### src/rtl/pipe_hazard_ctrl.sv
`default_nettype none
// pipe_hazard_ctrl: operand forwarding, load-use/MDU stalls, branch flush, dmem freeze with timeout.
// Optional feature macro: HAZ_MDU_EN (MDU register scoreboard).  Rev 1.0
module pipe_hazard_ctrl #(
  parameter  int NREG        = 32,
  parameter  int MEM_TIMEOUT = 64,
  parameter  int CNT_W       = 32,
  localparam int RA_W        = $clog2(NREG)
) (
  input  logic            clk,
  input  logic            reset,
  input  logic [RA_W-1:0] id_rs1,
  input  logic [RA_W-1:0] id_rs2,
  input  logic [RA_W-1:0] id_rd,
  input  logic            id_use_rs1,
  input  logic            id_use_rs2,
  input  logic            id_regwrite,
  input  logic [RA_W-1:0] ex_rs1,
  input  logic [RA_W-1:0] ex_rs2,
  input  logic [RA_W-1:0] ex_rd,
  input  logic            ex_regwrite,
  input  logic            ex_memread,
  input  logic [RA_W-1:0] mem_rd,
  input  logic            mem_regwrite,
  input  logic [RA_W-1:0] wb_rd,
  input  logic            wb_regwrite,
  input  logic            br_taken,
  input  logic            dmem_req,
  input  logic            dmem_ready,
  input  logic            mdu_issue,
  input  logic            mdu_done,
  input  logic [RA_W-1:0] mdu_rd,
  output logic [1:0]      fwd_a,
  output logic [1:0]      fwd_b,
  output logic            stall_pc,
  output logic            stall_if_id,
  output logic            bubble_id_ex,
  output logic            flush_if_id,
  output logic            flush_id_ex,
  output logic            freeze,
  output logic            mem_abort,
  output logic            dmem_timeout,
  output logic [CNT_W-1:0] stall_cnt
);

  localparam int              WC_W      = $clog2(MEM_TIMEOUT);
  localparam logic [WC_W-1:0] WAIT_LAST = WC_W'(MEM_TIMEOUT - 1);

  typedef enum logic {IDLE = 1'b0, WAIT = 1'b1} mem_state_e;

  mem_state_e       state_q, state_d;
  logic [WC_W-1:0]  wait_cnt_q, wait_cnt_d;
  logic             timeout_q, timeout_d;
  logic [CNT_W-1:0] stall_cnt_q, stall_cnt_d;
  logic             frz, abort;
  logic             lu_haz, sb_haz;

  always_comb begin
    state_d    = state_q;
    wait_cnt_d = wait_cnt_q;
    frz        = 1'b0;
    abort      = 1'b0;
    case (state_q)
      IDLE: begin
        if (dmem_req && !dmem_ready) begin
          frz        = 1'b1;
          state_d    = WAIT;
          wait_cnt_d = WC_W'(1);
        end
      end
      WAIT: begin
        // Ready takes precedence over an expiring timeout in the same cycle.
        if (dmem_ready) begin
          state_d    = IDLE;
          wait_cnt_d = '0;
        end else if (wait_cnt_q == WAIT_LAST) begin
          abort      = 1'b1;
          state_d    = IDLE;
          wait_cnt_d = '0;
        end else begin
          frz        = 1'b1;
          wait_cnt_d = wait_cnt_q + WC_W'(1);
        end
      end
      default: state_d = IDLE;
    endcase
    if (reset) begin
      state_d    = IDLE;
      wait_cnt_d = '0;
      frz        = 1'b0;
      abort      = 1'b0;
    end
  end

  assign lu_haz = ex_memread && (ex_rd != '0) &&
                  ((id_use_rs1 && (id_rs1 == ex_rd)) || (id_use_rs2 && (id_rs2 == ex_rd)));

`ifdef HAZ_MDU_EN
  logic [NREG-1:0] pend_q, pend_d;

  always_comb begin
    pend_d = pend_q;
    if (mdu_done && (mdu_rd != '0)) pend_d[mdu_rd] = 1'b0;
    if (mdu_issue && (ex_rd != '0) && !frz) pend_d[ex_rd] = 1'b1;
    if (reset) pend_d = '0;
  end

  always_ff @(posedge clk) pend_q <= pend_d;

  assign sb_haz = (id_use_rs1  && (id_rs1 != '0) && pend_q[id_rs1]) ||
                  (id_use_rs2  && (id_rs2 != '0) && pend_q[id_rs2]) ||
                  (id_regwrite && (id_rd  != '0) && pend_q[id_rd]);

  logic unused_in;
  assign unused_in = ex_regwrite;
`else
  assign sb_haz = 1'b0;

  logic unused_in;
  assign unused_in = ^{ex_regwrite, mdu_issue, mdu_done, mdu_rd, id_rd, id_regwrite};
`endif

  always_comb begin
    fwd_a = 2'b00;
    if (mem_regwrite && (mem_rd == ex_rs1) && (ex_rs1 != '0))     fwd_a = 2'b10;
    else if (wb_regwrite && (wb_rd == ex_rs1) && (ex_rs1 != '0))  fwd_a = 2'b01;
    fwd_b = 2'b00;
    if (mem_regwrite && (mem_rd == ex_rs2) && (ex_rs2 != '0))     fwd_b = 2'b10;
    else if (wb_regwrite && (wb_rd == ex_rs2) && (ex_rs2 != '0))  fwd_b = 2'b01;

    stall_pc     = 1'b0;
    bubble_id_ex = 1'b0;
    flush_if_id  = 1'b0;
    if (reset) begin
      flush_if_id = 1'b1;
      fwd_a       = 2'b00;
      fwd_b       = 2'b00;
    end else if (frz) begin
      stall_pc = 1'b1;
    end else if (br_taken) begin
      flush_if_id = 1'b1;
    end else if (sb_haz || lu_haz) begin
      stall_pc     = 1'b1;
      bubble_id_ex = 1'b1;
    end
    stall_if_id = stall_pc;
    flush_id_ex = flush_if_id;
  end

  always_comb begin
    timeout_d   = reset ? 1'b0 : (timeout_q || abort);
    stall_cnt_d = stall_cnt_q;
    if (reset)                                 stall_cnt_d = '0;
    else if (stall_pc && (stall_cnt_q != '1))  stall_cnt_d = stall_cnt_q + CNT_W'(1);
  end

  always_ff @(posedge clk) begin
    state_q     <= state_d;
    wait_cnt_q  <= wait_cnt_d;
    timeout_q   <= timeout_d;
    stall_cnt_q <= stall_cnt_d;
  end

  assign freeze       = frz;
  assign mem_abort    = abort;
  assign dmem_timeout = timeout_q && !reset;
  assign stall_cnt    = stall_cnt_q;

endmodule
`default_nettype wire

### config.mk
export PLATFORM = sky130hd
export DESIGN_NAME = pipe_hazard_ctrl
export DESIGN_NICKNAME = d
export VERILOG_FILES = /design/src/rtl/pipe_hazard_ctrl.sv
export SDC_FILE = /design/constraint.sdc
export NUM_CORES = 1
export LEC_CHECK = 0
export CORE_ASPECT_RATIO = 0.5
export CORE_UTILIZATION = 36
export DETAILED_ROUTE_END_ITERATION = 12
export PLACE_DENSITY_LB_ADDON = 0.2
export SLEW_MARGIN = 0
export SYNTH_ARGS = -nofsm -noshare
export SYNTH_HDL_FRONTEND = slang
export SYNTH_SLANG_ARGS = --single-unit
export TNS_END_PERCENT = 50
### constraint.sdc
create_clock -name clk -period 2.2 [get_ports clk]
set_input_delay 0.44 -clock clk [delete_from_list [all_inputs] [get_ports clk]]
set_output_delay 0.44 -clock clk [all_outputs]
set_load 0.01 [all_outputs]
==> impl_results.rst <==
.. list-table::
   :header-rows: 1

   * - Metric
     - Value
   * - Result of the run
     - complete, but fails checks
   * - Violated checks
     - setup timing
   * - Final non-filler cell total
     - 519
   * - Mean instance size in the synthesized netlist
     - 8.15 sq um
   * - Worst voltage drop across the vdd grid
     - 0.329 mV
   * - Startpoint types
     - flip-flop
   * - Dpl cell area
     - 0.00364 sq mm
   * - Tot Pwr
     - 1880 uW
   * - Commonest non-fill, non-tap cell in the layout
     - clkdlybuf4s50_1
   * - Path type of the worst setup path
     - flip-flop to output pin
   * - Maximum fanout count along the critical path
     - 3
   * - Post-DRT Antenna Nets
     - 0
   * - Wire length of the first global-routing pass
     - 11100 um
   * - Path category of the worst min-delay check
     - flip-flop to flip-flop
   * - Flip-flop and latch count after synthesis
     - 40
   * - DPL Wire Length
     - slightly above 5000 um
   * - Critical Path End Type
     - output pin
   * - Most area-hungry cell type in the Yosys netlist
     - dfxtp_1
   * - Number of clock sinks
     - 40
   * - Vias in the first global route
     - 2522
   * - Number of antenna violations at the first check in global routing
     - 0
   * - Library cells used by synthesis
     - 44
   * - Routed len/inst
     - around 14 um
   * - Area of the die
     - 0.00710 sq mm
   * - Instance count of the mapped netlist
     - 298
   * - All-Layer GR Usage
     - between 10% and 20%
   * - Floorplan core area
     - around 0.0063 sq mm
   * - Number of warnings reported in the yosys synthesis log
     - 0
   * - Worst path arrival time
     - 1.89 ns
   * - Sequential standard cell area
     - 803 sq um
   * - Final Hold Viols
     - 0
   * - Number of I/O pins
     - 103
   * - Final setup margin
     - -0.133 ns
   * - Crit share post-route
     - 106%
   * - CTS tree
     - yes
   * - Fill count
     - 503
   * - Layout Nets
     - between 400 and 500
   * - Detailed-router iteration count before antenna repair
     - 5
   * - Placed instance count
     - 496
   * - Power density of the placed cells
     - 453 mW/mm^2
   * - DRC violations left
     - 0
   * - Measured slew at the worst slew-check pin
     - 0.559 ns
   * - Number of buffers inserted during clock tree synthesis
     - 5
   * - Mapped Nets
     - 359
   * - Leakage dissipation
     - 0.00160 uW
   * - Setup repair after global routing missed its margin
     - yes
   * - Avg Vias per Cell
     - 5.00
   * - Number of core rows
     - 20
   * - Top cells by area in the synthesized netlist
     - dfxtp_1, xor2_1, xnor2_1, nor2_1, nand4_1
   * - Number of violations of the max-capacitance limit
     - 0
   * - Most used cells in the layout excluding fill and tap cells
     - clkdlybuf4s50_1, nor2_1, buf_4
   * - Die W
     - ~120 um
   * - Share of cells above drive strength 1
     - around a quarter
   * - Aggregate negative setup slack
     - -0.478 ns
   * - Cell Area, Synth
     - 0.00243 sq mm
   * - Root buffer selected by CTS
     - clkbuf_16
   * - Final Setup Violations
     - 9
   * - Number of pins exceeding their max-slew limit in the final report
     - 0
   * - Minimum clock period after layout
     - roughly 2.3 ns
   * - Total overflow reported by the global router
     - 0
   * - Initial cell density of the core
     - 38.7%
   * - Data required time at the worst endpoint
     - 1.76 ns
   * - First-iteration detailed-routing DRC count
     - 148
   * - Via count
     - roughly 2600
   * - Maximum number of pins on one net before global-route repair
     - 36
   * - H-tree depth
     - 2
   * - Setup Slack @ Placement
     - -0.716 ns
   * - Antenna diode count
     - 0
   * - Drt total wl
     - 7290 um
   * - Chip Height
     - 60.1 um
   * - CTS Hold Bufs
     - 0
   * - I/O Buffers
     - 88
   * - Longest Clk Path Bufs
     - 2
   * - Area share of the largest cell type after synthesis
     - between 30% and 40%
   * - Clk_skew
     - 0.00792 ns
   * - Worst slew margin relative to its limit
     - around 63%
   * - Final weighted congestion of routability-driven global placement
     - 0.807
   * - Peak Freq
     - 429 MHz
   * - Non-Filler Cell Area, Final
     - 0.00416 sq mm
   * - Area of the multi-input gates
     - 0.00177 sq mm
   * - Reg clk slew, reported paths
     - 0.06 ns
   * - Sequential-to-total area share from yosys stat
     - between 30% and 40%
   * - Area grow syn2layout
     - 71.1%
   * - Clock latency at the later pin of the worst-skew pair
     - 0.28 ns
## final timing paths
| path | start | to | slack, ns | cells past startpoint |
|---|---|---|---|---|
| setup / recovery | wait_cnt_q[0] | stall_if_id | -0.13 | 8 |
| hold / removal | wait_cnt_q[5] | wait_cnt_q[5] | 0.51 | 2 |
| setup reg to reg | wait_cnt_q[0] | stall_cnt[30] | -0.06 | 11 |
| hold reg to reg | wait_cnt_q[5] | wait_cnt_q[5] | 0.51 | 2 |
## synth_stat cells, drive strengths merged
library cell,number
o21ai,4
o22ai,1
buf,9
xor2,31
nor4b,1
or2,1
a21oi,7
nand2,20
nor4,5
nand3b,2
a31o,2
or4,3
a22oi,2
and2,2
mux2i,1
or3,2
and4,2
nand4,20
xnor2,29
nand3,23
ha,2
a21boi,1
o31ai,1
a31oi,1
nor3,10
nor2b,6
inv,6
nor2,50
dfxtp,40
a2111oi,1
clkbuf,3
nand4b,1
and4b,1
and3,8
## per-stage QoR
stage,util (%),hold slack [ns]
3_3_place_gp,57.9,0.477
3_5_place_dp,57.9,0.494
2_1_floorplan,-,0.459
5_1_grt,66.2,0.557
6_report,66.2,0.506
4_1_cts,61.8,0.501
## cell families (layout without fill, tap and decap cells)
family	count (synthesis)	after routing	synth area share, %
mux	1	1	0.412
xor+xnor	60	60	21.6
fa+ha+maj	2	2	1.03
buf+inv	18	151	3.86
compound gates	20	20	6.23
flops	40	40	33.0
simple gates	157	157	33.9
## metal layers
metal	vias up	share of wire, %	track usage [%]
li1	1292	-	-
met1	1214	44	23.3
met2	79	50	35.6
met3	12	4.3	4.48
met4	0	1.5	5.68
met5	-	0	0
## state kept, by name, summed over array words and instances (netlist names)
register and cells:
stall_cnt 32, state_q 1, timeout_q 1, wait_cnt_q 6
## final cells by class
type                    count  share of cell area (%)
flip-flops and latches     40                    19.3
inverters                   6                   0.542
clock buffers               5                    3.01
clock inverters             3                    1.11
repair buffers            137                    30.8
multi-input cells         240                    42.6
well taps                  88                    2.65
## power breakdown
part           switching [uW]  internal (uW)  total (uW)
combinational             130            179         309
sequential               5.14            729         734
clock                     300            539         839
total                     435           1450        1880
## worst max-delay path, stage by stage (launching register included)
cell and delay (ns):
dfxtp_2 0.33, ha_4 0.15, and3_4 0.17, nor2b_4 0.13, a2111oi_4 0.31, buf_4 0.19
a31o_4 0.11, buf_6 0.12, buf_6 0.10
## timing repair
item                                   CTS  global route
pin swaps                               12            17
gates resized for setup                 91            36
setup buffers                            8             6
endpoints found under the hold margin    0             0
cloned                                   0             2
setup endpoints to repair               26            42
Power figures use the tool's default switching activity.
